File: config.mk
export PLATFORM = sky130hd
export DESIGN_NAME = mc_datapath_regs
export DESIGN_NICKNAME = d
export VERILOG_FILES = /design/src/rtl/mc_datapath_regs.sv
export SDC_FILE = /design/constraint.sdc
export NUM_CORES = 1
export LEC_CHECK = 0
export ABC_AREA = 1
export BUFFER_PORTS_ARGS = -buffer_cell sky130_fd_sc_hd__buf_2
export CAP_MARGIN = 10
export CORE_ASPECT_RATIO = 0.5
export CORE_UTILIZATION = 37
export CTS_CLUSTER_DIAMETER = 100
export CTS_CLUSTER_SIZE = 10
export DETAILED_ROUTE_END_ITERATION = 6
export PLACE_DENSITY = 0.76
export SLEW_MARGIN = 20
export SYNTH_ARGS = -nofsm -noshare
export SYNTH_HDL_FRONTEND = slang
export SYNTH_SLANG_ARGS = --single-unit
File: constraint.sdc
create_clock -name clk -period 6.35 [get_ports clk]
set_input_delay 0 -clock clk [delete_from_list [all_inputs] [get_ports clk]]
set_output_delay 0 -clock clk [all_outputs]
set_load 0.005 [all_outputs]
File: src/rtl/mc_datapath_regs.sv
// -----------------------------------------------------------------------------
// mc_datapath_regs
//
// Register stage of the multi-cycle MIPS datapath. Holds the architectural PC
// and the non-architectural IR, MDR, A, B and ALUOut registers, together with
// the steering muxes that feed the ALU, the register file and the unified
// instruction/data memory. The multi-cycle controller sits directly
// downstream of op/funct and drives every enable and select back into here.
//
// Ports:
//   clk        rising-edge clock
//   reset      asynchronous, active-high reset
//   pcen       PC write enable
//   irwrite    IR write enable
//   iord       memory address select (0 = PC, 1 = ALUOut)
//   alusrca    SrcA select (0 = PC, 1 = A)
//   alusrcb    SrcB select (00 = B, 01 = 4, 10 = SignImm, 11 = SignImm<<2)
//   pcsrc      next-PC select (00 = aluresult, 01 = ALUOut, 10 = jump, 11 = hold)
//   regdst     write-register select (0 = rt, 1 = rd)
//   memtoreg   write-data select (0 = ALUOut, 1 = MDR)
//   readdata   memory read data
//   rd1, rd2   register file read data (rs, rt)
//   aluresult  combinational ALU result
//   adr        memory address
//   writedata  memory write data (B register)
//   srca/srcb  ALU operands
//   op, funct  instruction fields to the controller
//   ra1, ra2   register file read addresses (rs, rt)
//   wa3, wd3   register file write address and data
//   pc         current PC
// -----------------------------------------------------------------------------
module mc_datapath_regs #(
  parameter int unsigned      WIDTH    = 32,
  parameter logic [WIDTH-1:0] RESET_PC = '0
) (
  input  logic             clk,
  input  logic             reset,
  input  logic             pcen,
  input  logic             irwrite,
  input  logic             iord,
  input  logic             alusrca,
  input  logic [1:0]       alusrcb,
  input  logic [1:0]       pcsrc,
  input  logic             regdst,
  input  logic             memtoreg,
  input  logic [WIDTH-1:0] readdata,
  input  logic [WIDTH-1:0] rd1,
  input  logic [WIDTH-1:0] rd2,
  input  logic [WIDTH-1:0] aluresult,
  output logic [WIDTH-1:0] adr,
  output logic [WIDTH-1:0] writedata,
  output logic [WIDTH-1:0] srca,
  output logic [WIDTH-1:0] srcb,
  output logic [5:0]       op,
  output logic [5:0]       funct,
  output logic [4:0]       ra1,
  output logic [4:0]       ra2,
  output logic [4:0]       wa3,
  output logic [WIDTH-1:0] wd3,
  output logic [WIDTH-1:0] pc
);

  logic [WIDTH-1:0] pc_q;
  logic [WIDTH-1:0] ir_q;
  logic [WIDTH-1:0] mdr_q;
  logic [WIDTH-1:0] a_q;
  logic [WIDTH-1:0] b_q;
  logic [WIDTH-1:0] aluout_q;

  logic [WIDTH-1:0] pcnext;
  logic [WIDTH-1:0] signimm;
  logic [WIDTH-1:0] signimm_sh2;
  logic [WIDTH-1:0] jump_target;

  // PC and IR are the only enabled registers; the rest are free-running
  // one-cycle pipeline latches between multi-cycle steps.
  always_ff @(posedge clk or posedge reset) begin
    if (reset) begin
      pc_q     <= RESET_PC;
      ir_q     <= '0;
      mdr_q    <= '0;
      a_q      <= '0;
      b_q      <= '0;
      aluout_q <= '0;
    end else begin
      if (pcen)    pc_q <= pcnext;
      if (irwrite) ir_q <= readdata;
      mdr_q    <= readdata;
      a_q      <= rd1;
      b_q      <= rd2;
      aluout_q <= aluresult;
    end
  end

  assign signimm     = {{(WIDTH-16){ir_q[15]}}, ir_q[15:0]};
  // Top two bits fall off; branch offsets are not saturated.
  assign signimm_sh2 = {signimm[WIDTH-3:0], 2'b00};
  // Upper nibble comes from the PC already advanced in the fetch cycle.
  assign jump_target = {pc_q[WIDTH-1:WIDTH-4], ir_q[25:0], 2'b00};

  always_comb begin
    pcnext = pc_q;
    unique case (pcsrc)
      2'b00:   pcnext = aluresult;
      2'b01:   pcnext = aluout_q;
      2'b10:   pcnext = jump_target;
      default: pcnext = pc_q;
    endcase
  end

  always_comb begin
    srcb = b_q;
    unique case (alusrcb)
      2'b00:   srcb = b_q;
      2'b01:   srcb = WIDTH'(4);
      2'b10:   srcb = signimm;
      default: srcb = signimm_sh2;
    endcase
  end

  assign srca      = alusrca  ? a_q      : pc_q;
  assign adr       = iord     ? aluout_q : pc_q;
  assign wd3       = memtoreg ? mdr_q    : aluout_q;
  assign wa3       = regdst   ? ir_q[15:11] : ir_q[20:16];

  assign writedata = b_q;
  assign op        = ir_q[31:26];
  assign funct     = ir_q[5:0];
  assign ra1       = ir_q[25:21];
  assign ra2       = ir_q[20:16];
  assign pc        = pc_q;

endmodule
=== Yosys cells after proc, flatten, opt, wreduce, memory -nomap -nowiden ===
Index checks and enable logic that the tools add are counted.
Widths: inputs -> output; s select.

* Flip-flop bits (word level): 192
* Input bits: 140
* Output and inout port bits: 219
* Word-level logic and storage cells: 24

* Eq/ne operators: 4
* Muxes and demuxes: 6
* Bitwise logic cells: 1
* Reductions and logical operators: 6

{| class="wikitable"
|+ Operators by type and width
! kind !! number
|-
| $pmux 32 s3 || 2
|-
| $mux 32 || 3
|-
| $mux 5 || 1
|-
| $eq 2x1->1 const B || 2
|-
| $eq 2x2->1 const B || 2
|-
| $logic_not 2->1 || 2
|-
| $reduce_and 3->1 || 1
|-
| $reduce_bool 3->1 || 1
|-
| $reduce_and 2->1 || 1
|-
| $reduce_bool 2->1 || 1
|-
| $not 1->1 || 1
|}

=== Longest topological paths before layout ===
Gate-level depths: netlist of run 1.

* Depth in word-level cells: 3
* Gate-level depth with buffers: 9

=== Worst setup path before layout of run 1 ===
No wires, ideal clock.

* Path type: input port to flip-flop
* Start point: input port pcsrc[0]
* End point: register pc_q[15], in the netlist pc[15]
* Setup time: 117 ps
* Arrival time: 879 ps
* Data required time: 6,233 ps
* Path slack: 5,354 ps
* Stages on the path: 9
* Cell sequence: inv_1 > ha_1 > buf_2 > inv_2 > buf_2 > nand2_1 > nand2_1 > nor2_1 > nor2_1

* Cells in the longest elaborated chain, start to end: 3
* Elaborated cells on any way between the ends: 6
* Those cells by class: eq/ne (2); mux (1); reduce/logical (3)

{| class="wikitable"
|+ RTL lines
! item !! line !! RTL
|-
| start: declaration || 43 || <nowiki>input logic [1:0] pcsrc,</nowiki>
|-
| $eq 2x2->1 (tied with other cells) || 103 || <nowiki>unique case (pcsrc)</nowiki>
|-
| $reduce_bool 3->1 (no source line) || n/a ||
|-
| $reduce_and 2->1 (no source line) || n/a ||
|-
| end signal: assignment || 86 || <nowiki>if (pcen) pc_q <= pcnext;</nowiki>
|-
| end: declaration || 63 || <nowiki>logic [WIDTH-1:0] pc_q;</nowiki>
|}

Parallel ways exist; a longest one is shown, timed or not.
A chain may end at the register's enable or synchronous reset.

=== Worst setup path after layout of run 1 ===
* Start point: register ir_q[15]
* End point: output port srcb[31]

* Cells in the longest elaborated chain, start to end: 1

{| class="wikitable"
|+ RTL lines
! item !! line !! RTL
|-
| start: declaration || 64 || <nowiki>logic [WIDTH-1:0] ir_q;</nowiki>
|-
| start signal: assignment || 87 || <nowiki>if (irwrite) ir_q <= readdata;</nowiki>
|-
| $pmux 32 s3 || 113 || <nowiki>unique case (alusrcb)</nowiki>
|-
| end: declaration || 53 || <nowiki>output logic [WIDTH-1:0] srcb,</nowiki>
|}

No other way between the ends.

==> results of run 1 <==
## path summary, 6_finish.rpt
path / start / endpoint / slack (ns)
max reg2reg: ir_q[15] / pc[17] / 5.36
max: ir_q[15] / srcb[31] / 4.66
max in group asynchronous: reset / a_q[13] / 4.80
min: rd1[23] / a_q[23] / 0.19
min reg2reg: ir_q[29] / ir_q[29] / 0.51
min in group asynchronous: reset / ir_q[30] / 0.34
## metrics by stage
step                total power [mW]  hold WS, ns  setup WS, ns
global route                   3.234       0.1760         4.476
floorplan                      1.647      0.03143         1.123
detailed placement             1.915       0.1093         4.465
global placement               1.903       0.1078         4.501
finish                         3.098       0.1887         4.658
CTS                            3.105       0.1656         4.681
## placed cells by master, fill, tap and decap left out, drive strengths merged
master / n
buf: 362
nand2: 261
dfrtp: 192
dlygate4sd3: 130
o21ai: 105
nor2: 83
inv: 76
nand3: 53
mux2: 38
clkbuf: 17
o211ai: 14
clkinv: 6
ha: 4
diode: 2
bufinv: 2
## final cells by class
cell class | instances | area, µm² | area share (%)
clock inverters | 15 | 196.4 | 1.654
multi-input cells | 558 | 2693 | 22.67
repair buffers | 492 | 3123 | 26.29
clock buffers | 17 | 425.4 | 3.581
diodes | 2 | 5.005 | 0.04213
inverters | 69 | 266.5 | 2.244
flip-flops and latches | 192 | 4805 | 40.45
well taps | 292 | 365.4 | 3.076
## power groups by stage
| stage | combinational (mW) | sequential (mW) | clock [mW] |
|---|---|---|---|
| 6_report | 0.569 | 1.40 | 1.13 |
| 5_1_grt | 0.625 | 1.41 | 1.20 |
| 4_1_cts | 0.563 | 1.39 | 1.15 |
| 3_5_place_dp | 0.497 | 1.42 | 0 |
| 3_3_place_gp | 0.489 | 1.41 | 0 |
| 2_1_floorplan | 0.257 | 1.39 | 0 |
## flip-flops by register name, summed over array words and instances, names as in the netlist
register and count:
ir_q 32, mdr_q 32, writedata 32, aluout_q 32
pc 32, a_q 32
## metal layers
metal,track usage (%),up-vias
met4,13.04,4
met2,41.24,364
met1,35.42,3889
li1,-,3678
met3,6.356,81
met5,0,-
## kinds of logic after synthesis
| kind of cell | after synthesis | share of synthesized area [%] |
|---|---|---|
| simple gates | 397 | 19.33 |
| compound gates | 119 | 7.732 |
| flops | 192 | 58.91 |
| mux | 38 | 5.247 |
| fa+ha+maj | 4 | 0.6137 |
| buf+inv | 142 | 8.162 |
## worst register-to-register path, delay by kind of cell, from the launching register on
kind | cells | cell delay, ns
flip-flops | 1 | 0.52
AND/OR/NAND/NOR | 4 | 0.41
==> metrics.md, run 1 <==
| Metric | Value |
|---|---|
| Number of failing setup endpoints in the final timing report | `0` |
| Fin crit share | `26.65%` |
| Placed standard-cell area | `9946 µm²` |
| Design internal power | `2.175 mW` |
| Via count of the first global-routing pass | `7854` |
| Starting Density | `38.72%` |
| Run status | `complete, no violations` |
| Post-synth ARST share | `100.0%` |
| Die extent in y | `107.0 µm` |
| Finished Cell Area | `11880 µm²` |
| Synth unique cells | `16` |
| Global-route wire length before repair | `44770 µm` |
| Initial antenna violation count | `5` |
| Total overflow reported by the global router | `0` |
| Skew final | `0.009532 ns` |
| Number of standard cells after synthesis | `892` |
| Via density per instance | `4.897` |
| Element type at the critical path start | `register` |
| Number of sinks on the clock net | `192` |
| Post-synth net total | `1036` |
| Cell type of the slowest stage on the worst timing path | `dfrtp_1` |
| Total half-perimeter wirelength after legalization and detailed placement | `20890 µm` |
| Maximum clock path buffer count | `2` |
| Setup crit end kind | `output port` |
| Fraction of power spent switching nets | `29.79%` |
| Cell with the most instances after synthesis | `nand2_1` |
| DIE AREA | `22680 µm²` |
| Last weighted congestion value of the routability-driven placer | `0.9589` |
| Max Cap Viol | `0` |
| Post-CTS resize count | `0` |
| Worst path bufs/invs | `1` |
| Critical Path Max Stage Delay | `0.52 ns` |
| Routed met3 length | `2188 µm` |
| Highest fanout seen on the critical path | `15` |
| Fill cell instance count of the final layout | `1815` |
| Router iterations before antenna repair | `5` |
| Vias post-DR | `8016` |
| Power per unit of standard cell area | `260.8 nW/µm²` |
| GRT Overall Usage | `26.72%` |
| Most frequent cells after synthesis | `nand2_1 (260), dfrtp_1 (192), o21ai_0 (105)` |
| Net switching power | `0.9230 mW` |
| Final slew viol count | `0` |
| Root cell of the clock tree | `clkbuf_16` |
| Share of synthesized area occupied by flip-flops and latches | `58.91%` |
| Avg Inst Size Synth | `9.143 µm²` |
| Worst VDD drop | `0.0001647 V` |
| Primary FF master, synth | `dfrtp_1` |
| Instance count on the critical path | `3` |
| Number of port buffers | `358` |
| ANT nets after route | `0` |
| Number of buffers inserted to repair setup after CTS | `0` |
| Number of nets in the final layout | `1474` |
| Leakage | `6.130 nW` |
| Critical-path cell list | `nand2_1 -> nand2_1 -> buf_2` |
| Number of DRC markers after the initial detailed-route iteration | `885` |
| M1 wire length | `12680 µm` |
| Data arrival time of the worst path | `1.69 ns` |
| Power share of the clock group | `36.5%` |
| Final routed wire length divided by cell count | `18.33 µm` |
| Worst endpoint required time | `6.35 ns` |
| Final count of hold timing violations | `0` |
| Part of the total power dissipated in sequential elements | `45.1%` |
| Max-slew headroom | `26.36%` |
| Highest Clock Rate | `0.5910 GHz` |
| Register clock-pin slew on the reported worst setup and hold paths | `0.07 ns` |
| Number of standard cells in the layout, taps in and fillers out | `1637` |
| Most Frequent Cell on Critical Path | `nand2_1` |
| Total Routed Length | `30010 µm` |
| Post-placement cell count | `1473` |
| Synth-to-Final Area Change | `45.66%` |
| Core outline area | `21060 µm²` |
| Setup repair after global routing missed its margin | `no` |
| Clock insertion delay at the later pin of the skew report | `0.45 ns` |
| Post-synthesis instance area | `8155 µm²` |
| Category of the most critical setup path | `reg -> out` |
| Die Wd | `212.0 µm` |
| Reg2reg path depth | `4` |
| Length of routed met2 wiring | `14010 µm` |
| Maximum level of the CTS H-tree | `4` |
| Actual slew at the worst max-slew pin | `1.105 ns` |
| Top routing layer used | `met5` |
| Setup TNS after final layout | `0 ns` |
| Area share of the largest cell type after synthesis | `58.91%` |
| Share of the core filled with cells | `56.39%` |
| Seq cells post-synth | `192` |
| Post-synthesis cell type with the largest combined area | `dfrtp_1` |
| Cell depth of the worst min-delay path | `2` |
| Maximum number of pins on one net before global-route repair | `144` |
| I/O pin cnt | `359` |
| Worst path top cell family by delay | `simple AND/OR/NAND/NOR gates` |
| Share of cells above drive strength 1 | `32.76%` |
| Top area cells in the synthesized netlist | `dfrtp_1 (59%), nand2_1 (12%), o21ai_0 (6.4%)` |
| # DRC | `0` |
| Combinational share of power | `18.4%` |
| Min-delay worst type | `in -> reg` |
| Placement Rows | `37` |
| Clock tree from TritonCTS | `yes` |
| Shortest period the worst path allows | `1.692 ns` |
| Number of hold buffers added after CTS | `130` |
| Number of buffers created by CTS | `17` |
| Number of flops mapped to enable cells by yosys | `0` |
| Synthesis warning total | `0` |
No activity file was read; power rests on OpenSTA's default activity.
==> run 2, diff against run 1 <==
ABC_AREA = 0   (was 1)
PLACE_DENSITY = 0.79   (was 0.76)
clock period = 1.5 ns   (was 6.35 ns; I/O delays follow)
==> run 2 against run 1 <==
Area after synthesis shrank 2.7%. Utilization grew 1.5 points. Power grew to 4.3 times the previous value. Wire length shrank 5.6%. Design area grew 1.3%. Synthesized cell count shrank 35%. Count of clock-buffer cells in the layout grew 1. Clock power grew to 4.2 times the previous value. Largest cell class unchanged. Largest power group unchanged. Highest routed layer is now met4.
==> metrics.md, run 2 <==
| Metric | Value |
|---|---|
| Maximum number of pins on one net before global-route repair | `59 (-59%)` |
| Number of port buffers | `358 (unchanged)` |
| ANT nets after route | `0 (unchanged)` |
| Primary FF master, synth | `dfrtp_1` |
| Number of nets in the final layout | `1198 (-19%)` |
| Number of sinks on the clock net | `192 (unchanged)` |
| Instance count on the critical path | `5 (+2)` |
| Most frequent cells after synthesis | `dfrtp_1 (192), mux2_2 (140), o21ai_0 (43)` |
| Max Cap Viol | `0 (unchanged)` |
| Leakage | `5.877 nW (-4.1%)` |
| Clock tree from TritonCTS | `yes` |
| Commonest non-fill, non-tap cell in the layout | `buf_2` |
| Shortest period the worst path allows | `1.491 ns` |
| Cell with the most instances after synthesis | `dfrtp_1` |
| Top library cells by usage in the layout, fill and taps aside | `buf_2 (358), dfrtp_1 (180), mux2_2 (136), dlygate4sd3_1 (129), o21ai_0 (43)` |
| Critical Path Max Stage Delay | `0.46 ns (-0.06 ns)` |
| Seq cells post-synth | `192 (unchanged)` |
| Post-synthesis instance area | `7939 µm² (-2.7%)` |
| Worst path top cell family by delay | `flip-flops` |
| Final count of hold timing violations | `0 (unchanged)` |
| DIE AREA | `22080 µm² (-2.6%)` |
| Number of buffers created by CTS | `17 (unchanged)` |
| Number of standard cells after synthesis | `577 (-35%)` |
| Via density per instance | `5.254 (+7.3%)` |
| Worst endpoint required time | `1.50 ns (-4.85 ns)` |
| Power share of the clock group | `35.1% (-1.4 points)` |
| Area share of the largest cell type after synthesis | `60.52% (+1.6 points)` |
| Element type at the critical path start | `register` |
| Initial antenna violation count | `3 (-2)` |
| I/O pin cnt | `359 (unchanged)` |
| Cell type of the slowest stage on the worst timing path | `dfrtp_2` |
| Register clock-pin slew on the reported worst setup and hold paths | `0.08 ns (about the same)` |
| Global-route wire length before repair | `42190 µm (-5.8%)` |
| Router iterations before antenna repair | `5 (unchanged)` |
| Pre-CTS worst setup slack | `0.05258 ns (-4.412 ns)` |
| Top area cells in the synthesized netlist | `dfrtp_1 (61%), mux2_2 (20%), a221oi_1 (3.1%)` |
| Cell depth of the worst min-delay path | `4 (+2)` |
| Starting Density | `38.19% (-0.52 points)` |
| Run status | `complete, no violations` |
| Fill cell instance count of the final layout | `1618 (-11%)` |
| Fin crit share | `99.40%` |
| # DRC | `0 (unchanged)` |
| Maximum clock path buffer count | `2 (unchanged)` |
| Max-slew headroom | `67.66% (+41 points)` |
| Maximum level of the CTS H-tree | `4 (unchanged)` |
| Critical-path cell list | `buf_6 -> nand2b_4 -> nand2_1 -> a22o_1 -> buf_2` |
| Data arrival time of the worst path | `1.49 ns (-0.20 ns)` |
| Highest fanout seen on the critical path | `3 (-12)` |
| Total overflow reported by the global router | `0 (unchanged)` |
| Number of failing setup endpoints in the final timing report | `0 (unchanged)` |
| Final Power | `13.37 mW (+330%)` |
| Worst Setup Slack, final | `0.009028 ns (-4.649 ns)` |
| Total half-perimeter wirelength after legalization and detailed placement | `18650 µm (-11%)` |
| Number of flops mapped to enable cells by yosys | `0 (unchanged)` |
| Reg2reg path depth | `3 (-1)` |
| Power per unit of standard cell area | `1110 nW/µm² (+330%)` |
| Final routed wire length divided by cell count | `21.11 µm (+15%)` |
| Last weighted congestion value of the routability-driven placer | `0.8747 (-8.8%)` |
| Net switching power | `3.861 mW (+320%)` |
| Finished Cell Area | `12040 µm² (+1.3%)` |
| Skew final | `0.006413 ns (-0.003119 ns)` |
| Setup repair after global routing missed its margin | `yes` |
| Setup crit end kind | `output port` |
| Post-synth net total | `721 (-30%)` |
| Worst path bufs/invs | `2 (+1)` |
| Avg Inst Size Synth | `13.76 µm² (+50%)` |
| Synthesis warning total | `0 (unchanged)` |
| Synth-to-Final Area Change | `51.63%` |
| Share of cells above drive strength 1 | `54.92% (+22 points)` |
| Clock insertion delay at the later pin of the skew report | `0.45 ns (about the same)` |
| Vias post-DR | `7056 (-12%)` |
| Fraction of power spent switching nets | `28.89% (-0.90 points)` |
| Highest Clock Rate | `0.6707 GHz` |
| Share of synthesized area occupied by flip-flops and latches | `60.52% (+1.6 points)` |
| Die extent in y | `105.6 µm (-1.3%)` |
| Die Wd | `209.2 µm (-1.3%)` |
| Root cell of the clock tree | `clkbuf_16` |
| Core outline area | `20790 µm² (-1.3%)` |
| Combinational share of power | `20.1% (+1.7 points)` |
| GRT Overall Usage | `25.62% (-1.1 points)` |
| Actual slew at the worst max-slew pin | `0.4852 ns (-0.6194 ns)` |
| Total Routed Length | `28350 µm (-5.6%)` |
| Worst VDD drop | `0.0007552 V (+360%)` |
| Final slew viol count | `0 (unchanged)` |
| Number of DRC markers after the initial detailed-route iteration | `572 (-35%)` |
| Post-synthesis cell type with the largest combined area | `dfrtp_1` |
| Post-synth ARST share | `100.0% (unchanged)` |
| Placement Rows | `37 (unchanged)` |
| Placed standard-cell area | `9987 µm² (+0.42%)` |
| Via count of the first global-routing pass | `7208 (-8.2%)` |
| Synth unique cells | `27 (+11)` |
| Min-delay worst type | `in -> reg` |
| Design internal power | `9.504 mW (+340%)` |
| Category of the most critical setup path | `reg -> out` |
| Part of the total power dissipated in sequential elements | `44.8% (-0.3 points)` |
-- run 2: changes by cell type after synthesis, moves of 15 or more --
cell      before  now
nand2_1      260   30
inv_1         67    4
nand3_1       53    0
a21o_1         0   15
a221oi_1       0   28
o21ai_0      105   43
mux2_2        38  140
nor2_1        80    7
a22o_1         0   18
-- run 2: tightest hold or removal path, cell delays in order --
cell and delay [ns]:
buf_2 0.11, nand2b_1 0.16, a221oi_1 0.07, nor2_1 0.09
-- run 2: cell families (layout without fill, tap and decap cells) --
logic type	after synthesis	in the layout	synth area share, %
AND/OR/NAND/NOR	43	43	2.238
multiplexers	152	152	21.51
other	0	3	0
AO/OA/AOI/OAI	115	115	9.929
flip-flops	192	192	60.52
adder cells (fa/ha/maj)	4	4	0.6304
buffers and inverters	71	561	5.169
-- run 2: worst paths after layout --
kind / startpoint / to / slack, ns
hold reg to reg: ir_q[30] / ir_q[30] / 0.51
setup reg to reg: ir_q[1] / pc[3] / 0.30
hold / removal: pcen / pc[1] / 0.03
setup / recovery: ir_q[15] / srcb[16] / 0.009
min in group asynchronous: reset / writedata[0] / 0.12
max in group asynchronous: reset / ir_q[14] / 0.72
-- run 2: area by class of cell --
cell class                      instances  area (µm²)  area share [%]
Timing Repair Buffer                  524        3490           28.99
Multi-Input combinational cell        314        2754           22.88
Inverter                                5       22.52          0.1871
Clock buffer                           18       439.2           3.648
Sequential cell                       192        4820           40.04
Clock inverter                         14       163.9           1.362
Antenna cell                            3       7.507         0.06236
Tap cell                              273       341.6           2.838
-- run 2: metal layers --
layer	vias up	global-route usage, %	share of wire, %
met5	-	0	0
met4	0	12.82	3.7
met3	104	6.198	6.1
met2	347	42.86	51
met1	3584	31.15	39
li1	3021	-	-
-- run 2: power by group through the flow --
stage          sequential, mW  clock [mW]  combinational [mW]
2_1_floorplan            5.94           0                1.18
3_3_place_gp             6.07           0                2.20
3_5_place_dp             6.09           0                2.27
4_1_cts                  5.97        4.77                2.61
5_1_grt                  6.03        4.98                2.88
6_report                 5.99        4.69                2.69
-- run 2: metrics by stage --
stage	instances	setup TNS (ns)	hold slack [ns]	util, %
2_1_floorplan	577	-187.48	0.03143	-
3_5_place_dp	1165	0	0.04630	48.05
5_1_grt	1343	-0.2032	0.1036	57.91
3_3_place_gp	1165	0	0.03536	48.05
6_report	1343	0	0.02918	57.91
4_1_cts	1335	-0.007800	0.02711	57.61
-- run 2: repair_timing --
action / in CTS / in global routing
setup endpoints to repair: 25 / 13
hold buffers: 129 / 0
setup buffers: 9 / 5
gates resized for setup: 13 / 7
endpoints found under the hold margin: 384 / 0
cloned: 0 / 0
==> run 3, diff against run 2 <==
BUFFER_PORTS_ARGS = -buffer_cell sky130_fd_sc_hd__clkbuf_2   (was -buffer_cell sky130_fd_sc_hd__buf_2)
clock period = 1.25 ns   (was 1.5 ns; I/O delays follow)
==> run 3 against run 2 <==
The flow now finishes with violations (setup timing). Count of clock-buffer cells in the layout is 1 higher. Design area is 4.0% higher. Clock skew is 0.0039 ns higher. Cell count is 3.4% higher. Largest cell class unchanged. Non-clock buffer count is 46 higher.
==> metrics.md, run 3 (same netlist as run 2, synthesis figures left out) <==
| Metric | Value |
|---|---|
| Run status | `complete, but fails checks` |
| Failing checks | `setup timing` |
| Last weighted congestion value of the routability-driven placer | `0.8807 (+0.69%)` |
| Worst VDD drop | `0.0008486 V (+12%)` |
| Router iterations before antenna repair | `5 (unchanged)` |
| Number of nets in the final layout | `1245 (+3.9%)` |
| Via count of the first global-routing pass | `7517 (+4.3%)` |
| Maximum number of pins on one net before global-route repair | `62 (+5.1%)` |
| Clock insertion delay at the later pin of the skew report | `0.44 ns (about the same)` |
| Reg-to-reg setup timing slack | `0.07 ns (-0.23 ns)` |
| Shortest period the worst path allows | `1.475 ns` |
| Element type at the critical path start | `register` |
| Global-route wire length before repair | `42880 µm (+1.6%)` |
| Root cell of the clock tree | `clkbuf_16` |
| Maximum level of the CTS H-tree | `4 (unchanged)` |
| Share of cells above drive strength 1 | `57.14% (+2.2 points)` |
| Actual slew at the worst max-slew pin | `0.5323 ns (+0.04716 ns)` |
| Starting Density | `38.19% (unchanged)` |
| Category of the most critical setup path | `reg -> out` |
| Reg-to-reg endpoint | `pc[13]` |
| Final routed wire length divided by cell count | `20.81 µm (-1.4%)` |
| Min-delay worst type | `in -> async` |
| WHS | `0.08030 ns (+0.05112 ns)` |
| Top library cells by usage in the layout, fill and taps aside | `clkbuf_2 (351), dfrtp_1 (177), dlygate4sd3_1 (129), mux2_2 (106), buf_4 (66)` |
| Synth-to-Final Area Change | `57.65%` |
| Final slew viol count | `0 (unchanged)` |
| Highest fanout seen on the critical path | `4 (+1)` |
| Number of sinks on the clock net | `192 (unchanged)` |
| DIE AREA | `22080 µm² (unchanged)` |
| Commonest non-fill, non-tap cell in the layout | `clkbuf_2` |
| Maximum clock path buffer count | `2 (unchanged)` |
| GRT Overall Usage | `25.96% (+0.34 points)` |
| Final count of hold timing violations | `0 (unchanged)` |
| Number of standard cells in the layout, taps in and fillers out | `1388 (+3.4%)` |
| Placed standard-cell area | `10030 µm² (+0.45%)` |
| Register clock-pin slew on the reported worst setup and hold paths | `0.08 ns (about the same)` |
| Core outline area | `20790 µm² (unchanged)` |
| Setup TNS after final layout | `-6.524 ns (-6.524 ns)` |
| Skew final | `0.01035 ns (+0.003938 ns)` |
| Max-slew headroom | `64.51% (-3.1 points)` |
| Number of failing setup endpoints in the final timing report | `84 (+84)` |
| Worst endpoint required time | `1.25 ns (-0.25 ns)` |
| Power per unit of standard cell area | `1287 nW/µm² (+16%)` |
| Total overflow reported by the global router | `0 (unchanged)` |
| Highest Clock Rate | `0.6779 GHz` |
| Setup crit end kind | `output port` |
| # DRC | `0 (unchanged)` |
| Reg2reg path depth | `4 (+1)` |
| Via density per instance | `5.182 (-1.4%)` |
| Fin crit share | `118.0%` |
| I/O pin cnt | `359 (unchanged)` |
| Post-placement cell count | `1171 (+0.52%)` |
| R2r startpoint | `ir_q[11]` |
| Pre-CTS worst setup slack | `-0.08984 ns (-0.1424 ns)` |
| Total Routed Length | `28890 µm (+1.9%)` |
| Initial antenna violation count | `2 (-1)` |
| Clock tree from TritonCTS | `yes` |
| Total half-perimeter wirelength after legalization and detailed placement | `18820 µm (+0.89%)` |
| Vias post-DR | `7192 (+1.9%)` |
| Fill cell instance count of the final layout | `1576 (-2.6%)` |
| Data arrival time of the worst path | `1.48 ns (about the same)` |
| Final Power | `16.10 mW (+20%)` |
| Setup repair after global routing missed its margin | `yes` |
| Finished Cell Area | `12520 µm² (+4.0%)` |
| Die Wd | `209.2 µm (unchanged)` |
| ANT nets after route | `0 (unchanged)` |
| Die extent in y | `105.6 µm (unchanged)` |
| Number of DRC markers after the initial detailed-route iteration | `616 (+7.7%)` |
| Max Cap Viol | `0 (unchanged)` |
| Number of port buffers | `358 (unchanged)` |
| Share of the core filled with cells | `60.21% (+2.3 points)` |
| Placement Rows | `37 (unchanged)` |
| Number of buffers created by CTS | `17 (unchanged)` |
| Leakage | `6.265 nW (+6.6%)` |
| Worst Setup Slack, final | `-0.2251 ns (-0.2341 ns)` |
run 3: worst max-delay path, cell delays in order, from the launching register on:
cell and delay (ns):
dfrtp_2 0.45, mux2_4 0.28, a22o_1 0.17, buf_2 0.14
run 3: cell type report:
cell class	count	area [µm²]	share of cell area, %
Sequential cell	192	4823	38.54
Timing Repair Buffer	570	3889	31.07
Clock buffer	19	452.9	3.619
Clock inverter	12	101.3	0.8098
Multi-Input combinational cell	315	2880	23.01
Tap cell	273	341.6	2.729
Inverter	5	22.52	0.1799
Antenna cell	2	5.005	0.03999
run 3: where the power goes:
| group | leakage [nW] | internal, mW | switching (mW) |
|---|---|---|---|
| sequential | 2.25 | 6.71 | 0.480 |
| combinational | 3.74 | 2.08 | 1.57 |
| clock | 0.274 | 2.70 | 2.57 |
run 3: repair_timing:
item                                    in CTS  in global routing
endpoints found under the hold margin      384                  0
pin swaps                                    2                  3
cloned                                       1                  0
endpoints found under the setup margin     114                136
setup buffers                               39                 16
gates resized for setup                     43                 31
hold buffers                               129                  0
run 3: worst max-delay path by stage:
| stage | depth (start not counted) | from | end | slack, ns |
|---|---|---|---|---|
| after global routing | 3 | ir_q[10] | srcb[10] | -0.26 |
| after global placement | 7 | pcsrc[0] | pc[1] | 0.005 |
| after floorplan | 1 | reset | a_q[0] | -1.23 |
| after CTS | 3 | ir_q[10] | srcb[10] | -0.24 |
| final | 3 | ir_q[10] | srcb[10] | -0.23 |
| after detailed placement | 7 | pcsrc[0] | pc[14] | -0.09 |
run 3: routing by layer:
metal / GRT usage (%) / up-vias / share of wire, %
met3: 5.036 / 89 / 5.9
met1: 31.84 / 3653 / 40
met4: 12.92 / 0 / 3.7
met2: 44.10 / 358 / 51
met5: 0 / - / 0
li1: - / 3092 / -
